==> src/rtl/gtx_tx_framer.sv <==
// GTX transmit framer: registers user words toward TXDATA/TXCHARISK, inserts a
// comma word once per COMMA_PERIOD slots and fills unused slots with idle words.
// Upstream data arrives on a valid/ready handshake; no buffering inside.
module gtx_tx_framer #(
  parameter int unsigned BYTES        = 2,
  parameter int unsigned COMMA_PERIOD = 16,
  parameter logic [7:0]  K_COMMA      = 8'hBC,
  parameter logic [7:0]  K_IDLE       = 8'h1C
) (
  input  logic               clk_i,
  input  logic               rst_n_i,
  input  logic               en_i,
  input  logic               sync_req_i,
  input  logic               s_valid_i,
  output logic               s_ready_o,
  input  logic [8*BYTES-1:0] s_data_i,
  output logic [BYTES-1:0]   ctrl_o,
  output logic [8*BYTES-1:0] data_o,
  output logic [31:0]        word_cnt_o
);

  localparam int unsigned    CntW   = $clog2(COMMA_PERIOD);
  localparam logic [CntW-1:0] CntMax = CntW'(COMMA_PERIOD - 1);
  localparam logic [CntW-1:0] CntOne = CntW'(1);

  typedef enum logic [1:0] {
    SelComma,
    SelIdle,
    SelData
  } sel_e;

  sel_e               sel;
  logic [CntW-1:0]    cnt_q, cnt_d;
  logic               accept;
  logic [8*BYTES-1:0] data_q, data_d;
  logic [BYTES-1:0]   ctrl_q, ctrl_d;
  logic [31:0]        word_cnt_q, word_cnt_d;

  // Slot 0 of every period is reserved for the comma, so no accept there.
  assign s_ready_o = en_i && (cnt_q != '0) && !sync_req_i;

  // Pick this cycle's word type and the next slot position, in priority order.
  always_comb begin
    sel    = SelIdle;
    cnt_d  = cnt_q;
    accept = 1'b0;
    if (!en_i) begin
      sel   = SelComma;
      cnt_d = '0;
    end else if (sync_req_i || (cnt_q == '0)) begin
      // A sync request landing on slot 0 merges with the periodic comma.
      sel   = SelComma;
      cnt_d = CntOne;
    end else begin
      accept = s_valid_i;
      sel    = s_valid_i ? SelData : SelIdle;
      cnt_d  = (cnt_q == CntMax) ? '0 : cnt_q + CntOne;
    end
  end

  // Build the registered word, K-flags and accepted-word count.
  always_comb begin
    data_d     = {BYTES{K_IDLE}};
    ctrl_d     = {BYTES{1'b1}};
    word_cnt_d = word_cnt_q;
    unique case (sel)
      SelComma: begin
        data_d = {BYTES{K_COMMA}};
        ctrl_d = {BYTES{1'b1}};
      end
      SelData: begin
        data_d = s_data_i;
        ctrl_d = '0;
      end
      default: begin
        data_d = {BYTES{K_IDLE}};
        ctrl_d = {BYTES{1'b1}};
      end
    endcase
    if (accept) begin
      word_cnt_d = word_cnt_q + 32'd1;
    end
  end

  // State and output registers; reset clears everything at once.
  always_ff @(posedge clk_i or negedge rst_n_i) begin
    if (!rst_n_i) begin
      cnt_q      <= '0;
      data_q     <= '0;
      ctrl_q     <= '0;
      word_cnt_q <= '0;
    end else begin
      cnt_q      <= cnt_d;
      data_q     <= data_d;
      ctrl_q     <= ctrl_d;
      word_cnt_q <= word_cnt_d;
    end
  end

  assign data_o     = data_q;
  assign ctrl_o     = ctrl_q;
  assign word_cnt_o = word_cnt_q;

endmodule

==> config.mk <==
export PLATFORM = sky130hd
export DESIGN_NAME = gtx_tx_framer
export DESIGN_NICKNAME = d
export VERILOG_FILES = /design/src/rtl/gtx_tx_framer.sv
export SDC_FILE = /design/constraint.sdc
export NUM_CORES = 1
export LEC_CHECK = 0
export ABC_AREA = 1
export BUFFER_PORTS_ARGS = -buffer_cell sky130_fd_sc_hd__buf_4
export CAP_MARGIN = 10
export CORE_MARGIN = 5
export CORE_UTILIZATION = 52
export DETAILED_ROUTE_END_ITERATION = 8
export PLACE_DENSITY = 0.79
export RECOVER_POWER = 50
export REMOVE_ABC_BUFFERS = 1
export SYNTH_ARGS = -nofsm -noshare
export SYNTH_HDL_FRONTEND = slang
export SYNTH_SLANG_ARGS = --single-unit
==> constraint.sdc <==
create_clock -name clk_i -period 2.1 [get_ports clk_i]
set_clock_uncertainty 0.1 [all_clocks]
set_input_delay 0 -clock clk_i [delete_from_list [all_inputs] [get_ports clk_i]]
set_output_delay 0 -clock clk_i [all_outputs]
set_load 0.05 [all_outputs]
==> results.ini, run 1 <==
[routing]
drc = 0
num_vias = 2311
drt_iter0_drc = 91
ant_nets = 0
routedWlPerCell_um = 13.3
finalWirelength_mm = 6.36
avgViaCountPerCell = 4.81
drt_first_pass_iters = 4

[power]
finalPower_w = 0.00213
cellPowerDensity_nw_per_um2 = 610
ir_drop_mv = 0.679
leakage_nw = 1.61

[finish]
fin_area_um2 = 3480
diodes = 0
nets = 436
area_delta_synth_final_pct = 33.4
drive_gt1_share_pct = 18.6

[die]
die_y_um = 80.9
chipWidth_um = 80.9
io_pins = 72
core_area_um2 = 4790
row_count = 25
initial_core_util_pct = 54.6
dieArea_um2 = 6540

[clock_tree]
clock-sinks = 53
htreeDepth = 2
clockBufferDepth = 2
cts_hold_buf = 28
root_buffer = clkbuf_8
tritoncts = built
cts_resized = 0
clkSlewWorstSetupHoldPaths_ns = 0.10
insertion_delay_ns = 0.31
numCtsBuffers = 5
post_cts_buffers = 0

[synthesis]
synth-compound-area-share_pct = 1.96
ys_ff_latch = 53
syn_area_um2 = 2610
syn-mean-instance-area_um2 = 8.45
syn_inst = 309
yosys.area_share.simple_pct = 34.4
synth_warnings = 0
synthAdderAreaFrac_pct = 1.44
synth_top_family_by_area = simple AND/OR/NAND/NOR gates
ys_types = 25
synth_seq_area_share_pct = 50.8
muxShareOfSynthArea_pct = 0
synth-xor-area-share_pct = 4.36

[placed_design]
hpwl_mm = 4.22
gp_congestion = 0.825
dpl_worst_slack_ns = 0.302
postPlaceCellArea_um2 = 3210
portBuffers = 71

[status]
status = finished, final reports clean

[worst_setup_path]
r2r_end = word_cnt_o[28]
crit_path_end_kind = register
path_max_fanout = 1
crit_type = input port to register
reg2regPathDepth = 10
critical_path.reg2reg.startpoint = cnt_q[0]
reg2reg_slack_ns = 0.30
arrival_ns = 1.91
start_kind = input port
required_ns = 2.19

[sta]
finalHoldViolCount = 0
fin_crit_ns = 1.82
tightest_slew_ns = 1.26
period_share_pct = 86.7
fmax_ghz = 0.549
rsz0062_at_grt = false
slew_headroom_pct = 15.8
drv_slew = 0
setup_violations = 0
setup_ws_ns = 0.279
tns_ns = 0

[global_routing]
first_global_vias = 2425
grt_pass1_wl_mm = 10.8
antenna_found_initial = 0
globalRoute.totalOverflow = 0
grt_util_all_layers_pct = 21.2
grt_max_degree = 54

[hold_path]
hold_start = s_valid_i
min_to = ctrl_o[0]
hold_depth = 2
min_path_type = input port to register

[run]
cap_violations = 0

==> cell families after synthesis <==
group	after synthesis
AO/OA/AOI/OAI	10
XOR/XNOR	13
adder cells (fa/ha/maj)	3
buffers and inverters	44
flip-flops	53
AND/OR/NAND/NOR	186
==> through the flow <==
| stage | hold WS, ns | utilization [%] | instances |
|---|---|---|---|
| floorplan | -0.396 | - | 304 |
| global placement | -0.0229 | 67.0 | 444 |
| detailed placement | -0.0229 | 67.0 | 444 |
| CTS | 0.0444 | 74.8 | 480 |
| global route | 0.0695 | 72.8 | 480 |
| finish | 0.0504 | 72.8 | 480 |
==> final cells by class <==
| type | count | area, µm² |
|---|---|---|
| Sequential cell | 53 | 1330 |
| Inverter | 39 | 146 |
| Timing Repair Buffer | 101 | 732 |
| Clock buffer | 5 | 68.8 |
| Tap cell | 67 | 83.8 |
| Clock inverter | 3 | 26.3 |
| Fill cell | 403 | 1300 |
| Multi-Input combinational cell | 212 | 1100 |
==> routing by layer <==
layer / vias up / track usage, % / part of all wire (%)
met5: - / 0 / 0
met4: 0 / 5.91 / 1.1
met3: 7 / 3.99 / 5.5
met2: 67 / 37.8 / 51
met1: 1074 / 26.3 / 42
li1: 1163 / - / -
==> cell usage in the layout, fill, tap and decap left out, drive strengths merged <==
master	netlist	final
xnor2	6	6
or2	6	6
nand2	90	90
nand3b	7	7
dlygate4sd3	0	28
ha	3	3
o21ai	9	9
clkinv	0	2
nor3	5	5
buf	5	47
dfrtp	53	53
clkbuf	0	31
a31oi	1	1
nor2	49	49
nand4	10	10
inv	39	40
xor2	7	7
nand3	19	19
==> flip-flops by register name, indices dropped and copies added, names as in the netlist <==
name,flops
data_o,16
ctrl_o,1
word_cnt_o,32
cnt_q,4
==> cells in the mapped netlist <==
cell / instances / area share (%)
xnor2_1: 6 / 2.0
o21ai_0: 4 / 0.77
nand3b_1: 7 / 2.0
nand2_4: 1 / 0.43
buf_2: 1 / 0.19
nor3_1: 5 / 0.96
nor2_2: 8 / 1.9
xor2_1: 7 / 2.3
nand2_2: 2 / 0.48
a31oi_1: 1 / 0.24
inv_1: 38 / 5.5
o21ai_1: 5 / 0.96
nand3_1: 17 / 3.3
dfrtp_1: 53 / 51
or2_1: 6 / 1.4
nand3_2: 2 / 0.77
inv_2: 1 / 0.14
buf_4: 3 / 0.86
nand4_1: 10 / 2.4
nor2_4: 6 / 2.6
nand2_1: 87 / 12
nor2_1: 34 / 4.9
buf_6: 1 / 0.43
nor2_8: 1 / 0.77
ha_1: 3 / 1.4
==> worst max path at each step <==
stage / start / to / slack (ns) / cells past startpoint
after floorplan: word_cnt_o[0] / word_cnt_o[26] / 0.20 / 8
after global placement: cnt_q[0] / word_cnt_o[24] / 0.38 / 10
after detailed placement: cnt_q[0] / word_cnt_o[28] / 0.30 / 10
after CTS: cnt_q[0] / word_cnt_o[24] / 0.31 / 10
after global routing: cnt_q[0] / word_cnt_o[28] / 0.11 / 10
final: s_data_i[5] / data_o[5] / 0.28 / 6
==> worst max-delay path, stage by stage <==
cell and delay (ns):
dlygate4sd3_1 0.55, buf_4 0.14, nand2_1 0.06, dlygate4sd3_1 0.56, nand2_1 0.05, dlygate4sd3_1 0.55
==> power by group <==
| part | internal [W] | switching (W) |
|---|---|---|
| combinational | 0.000132 | 0.000285 |
| clock | 0.000243 | 0.000350 |
| sequential | 0.00107 | 0.0000479 |
Power figures use the tool's default switching activity.
==> inputs of run 2 (changes only) <==
CORE_UTILIZATION = 55   (was 52)
PLACE_DENSITY = not set   (was 0.79)
PLACE_DENSITY_LB_ADDON = 0.2   (was not set)
clock period = 2.3 ns   (was 2.1 ns; I/O delays follow)
==> run 2 against run 1 <==
Against the previous run:
- worst hold slack better by 0.022 ns
- die area fell by 4.8%
- global-route usage increased by 0.83 points
- non-clock buffer count shrank 1
- sequential share of layout area up 0.30 points
- critical path depth up 2
- clock-buffer cell count stayed put
- total power down 9.2%
- flip-flop and latch count unchanged
- largest power group unchanged
- highest routed layer unchanged
==> results.ini, run 2 (synthesis gave the netlist of run 1 again) <==
[global_routing]
antenna_found_initial = 0  ; unchanged
grt_pass1_wl_mm = 10.8  ; -0.57%
grt_util_all_layers_pct = 22.1  ; +0.83 points
globalRoute.totalOverflow = 0  ; unchanged
grt_max_degree = 54  ; unchanged
first_global_vias = 2398  ; -1.1%

[hold_path]
min_path_type = input port to register

[routing]
num_vias = 2372  ; +2.6%
drt_first_pass_iters = 4  ; unchanged
drt_iter0_drc = 131  ; +44%
avgViaCountPerCell = 5.09  ; +5.7%
wl_met2_mm = 3.19  ; -2.2%
routed.top_layer = met4
finalWirelength_mm = 6.31  ; -0.80%
m1WireLength_mm = 2.60  ; -3.3%
ant_nets = 0  ; unchanged
routedWlPerCell_um = 13.5  ; +2.2%
dr_wl_met3_um = 330  ; -6.0%
drc = 0  ; unchanged

[worst_setup_path]
required_ns = 2.40  ; +0.21 ns
start_kind = register
path_max_fanout = 24  ; +23
reg2reg_slack_ns = 0.30  ; about the same
crit_slowest_cell = nor2_4
slowest_delay_ns = 0.44  ; -0.12 ns
crit_top_cell = nand2_1
crit_path_end_kind = register
path_buf_inv = 1  ; -3
crit_chain = inv_1, ha_1, nand2_2, nand3_2, nor2_4, nand2_1, o21ai_1, nand2_1
cp_top_family = simple AND/OR/NAND/NOR gates
crit_type = register to register
arrival_ns = 2.10  ; +0.19 ns

[power]
p_switching_w = 0.000612  ; -10%
clock_power_share_pct = 27.3  ; -0.6 points
sw_frac_of_total_pct = 31.7  ; -0.42 points
leakage_nw = 1.60  ; -0.38%
intPower_w = 0.00132  ; -8.6%
cellPowerDensity_nw_per_um2 = 558  ; -8.5%
ir_drop_mv = 0.493  ; -27%
p_comb_share_pct = 20.0  ; +0.4 points
p_seq_share_pct = 52.6  ; +0.2 points
finalPower_w = 0.00193  ; -9.2%

[status]
status = finished, final reports clean

[finish]
drive_gt1_share_pct = 18.4  ; -0.20 points
area_delta_synth_final_pct = 32.3
nets = 435  ; -0.23%
layout_commonest_cell = nand2_1
largest_register_ffs = 32  ; unchanged
final_cell_mix = 87 x nand2_1, 53 x dfrtp_1, 46 x buf_4
diodes = 0  ; unchanged

[sta]
setup_violations = 0  ; unchanged
slew_headroom_pct = 16.5  ; +0.75 points
rsz0062_at_grt = false
tns_ns = 0  ; unchanged
finalHoldViolCount = 0  ; unchanged
drv_slew = 0  ; unchanged
fin_crit_ns = 2.00
tightest_slew_ns = 1.25  ; -0.0112 ns
fmax_ghz = 0.499
period_share_pct = 87.1

[clock_tree]
numCtsBuffers = 5  ; unchanged
root_buffer = clkbuf_8
clockBufferDepth = 2  ; unchanged
clock-sinks = 53  ; unchanged
cts_resized = 0  ; unchanged
tritoncts = built
htreeDepth = 2  ; unchanged
insertion_delay_ns = 0.31  ; about the same
clkSlewWorstSetupHoldPaths_ns = 0.10  ; about the same

[die]
initial_core_util_pct = 56.1  ; +1.5 points
dieArea_um2 = 6230  ; -4.8%
row_count = 25  ; unchanged
io_pins = 72  ; unchanged
die_y_um = 78.9  ; -2.4%
core_area_um2 = 4660  ; -2.6%
chipWidth_um = 78.9  ; -2.4%

[placed_design]
gp_congestion = 0.875  ; +6.1%
portBuffers = 71  ; unchanged
hpwl_mm = 4.22  ; -0.10%

[run]
cap_violations = 0  ; unchanged

==> run 2: cell types whose count changed in the layout (fill, tap and decap cells not counted) <==
cell	before	now
buf_4	47	46
inv_6	1	0
clkinv_2	0	1
==> run 2: repair_timing <==
action,in CTS,in global routing
setup buffers,0,0
hold buffers,28,0
endpoints found under the setup margin,0,0
hold endpoints to repair,73,0
==> run 2: routing by layer <==
metal / global-route usage, % / vias to the layer above
li1: - / 1166
met1: 26.9 / 1112
met2: 38.5 / 76
met3: 4.65 / 18
met4: 8.25 / 0
met5: 0 / -
==> run 2: area by class of cell <==
type / count / area [µm²]
Timing Repair Buffer: 100 / 724
Tap cell: 54 / 67.6
Sequential cell: 53 / 1330
Clock buffer: 5 / 68.8
Multi-Input combinational cell: 212 / 1100
Inverter: 39 / 146
Fill cell: 358 / 1200
Clock inverter: 3 / 22.5
==> run 2: final timing paths <==
check	from	endpoint	depth (start not counted)
hold reg to reg	word_cnt_o[2]	word_cnt_o[2]	1
hold / removal	s_valid_i	ctrl_o[0]	2
setup / recovery	cnt_q[0]	word_cnt_o[16]	8
max in group asynchronous	rst_n_i	word_cnt_o[2]	2
min in group asynchronous	rst_n_i	data_o[14]	2
setup reg to reg	cnt_q[0]	word_cnt_o[16]	8
==> run 2: per-stage QoR <==
step	setup WS (ns)	utilization, %	cells	hold slack (ns)	cell area, µm²
5_1_grt	0.105	74.2	466	0.0870	3460
4_1_cts	0.303	76.2	466	0.0462	3550
3_5_place_dp	0.271	68.3	430	-0.0284	3180
6_report	0.297	74.2	466	0.0726	3460
2_1_floorplan	0.405	-	304	-0.396	2570
3_3_place_gp	0.421	68.3	430	-0.0338	3180
==> run 2: power by group through the flow <==
stage	clock, W	sequential (W)	combinational, W
floorplan	0	0.00118	0.0000824
CTS	0.000538	0.00102	0.000404
finish	0.000527	0.00102	0.000387
detailed placement	0	0.00104	0.000366
global route	0.000582	0.00103	0.000414
global placement	0	0.00103	0.000362
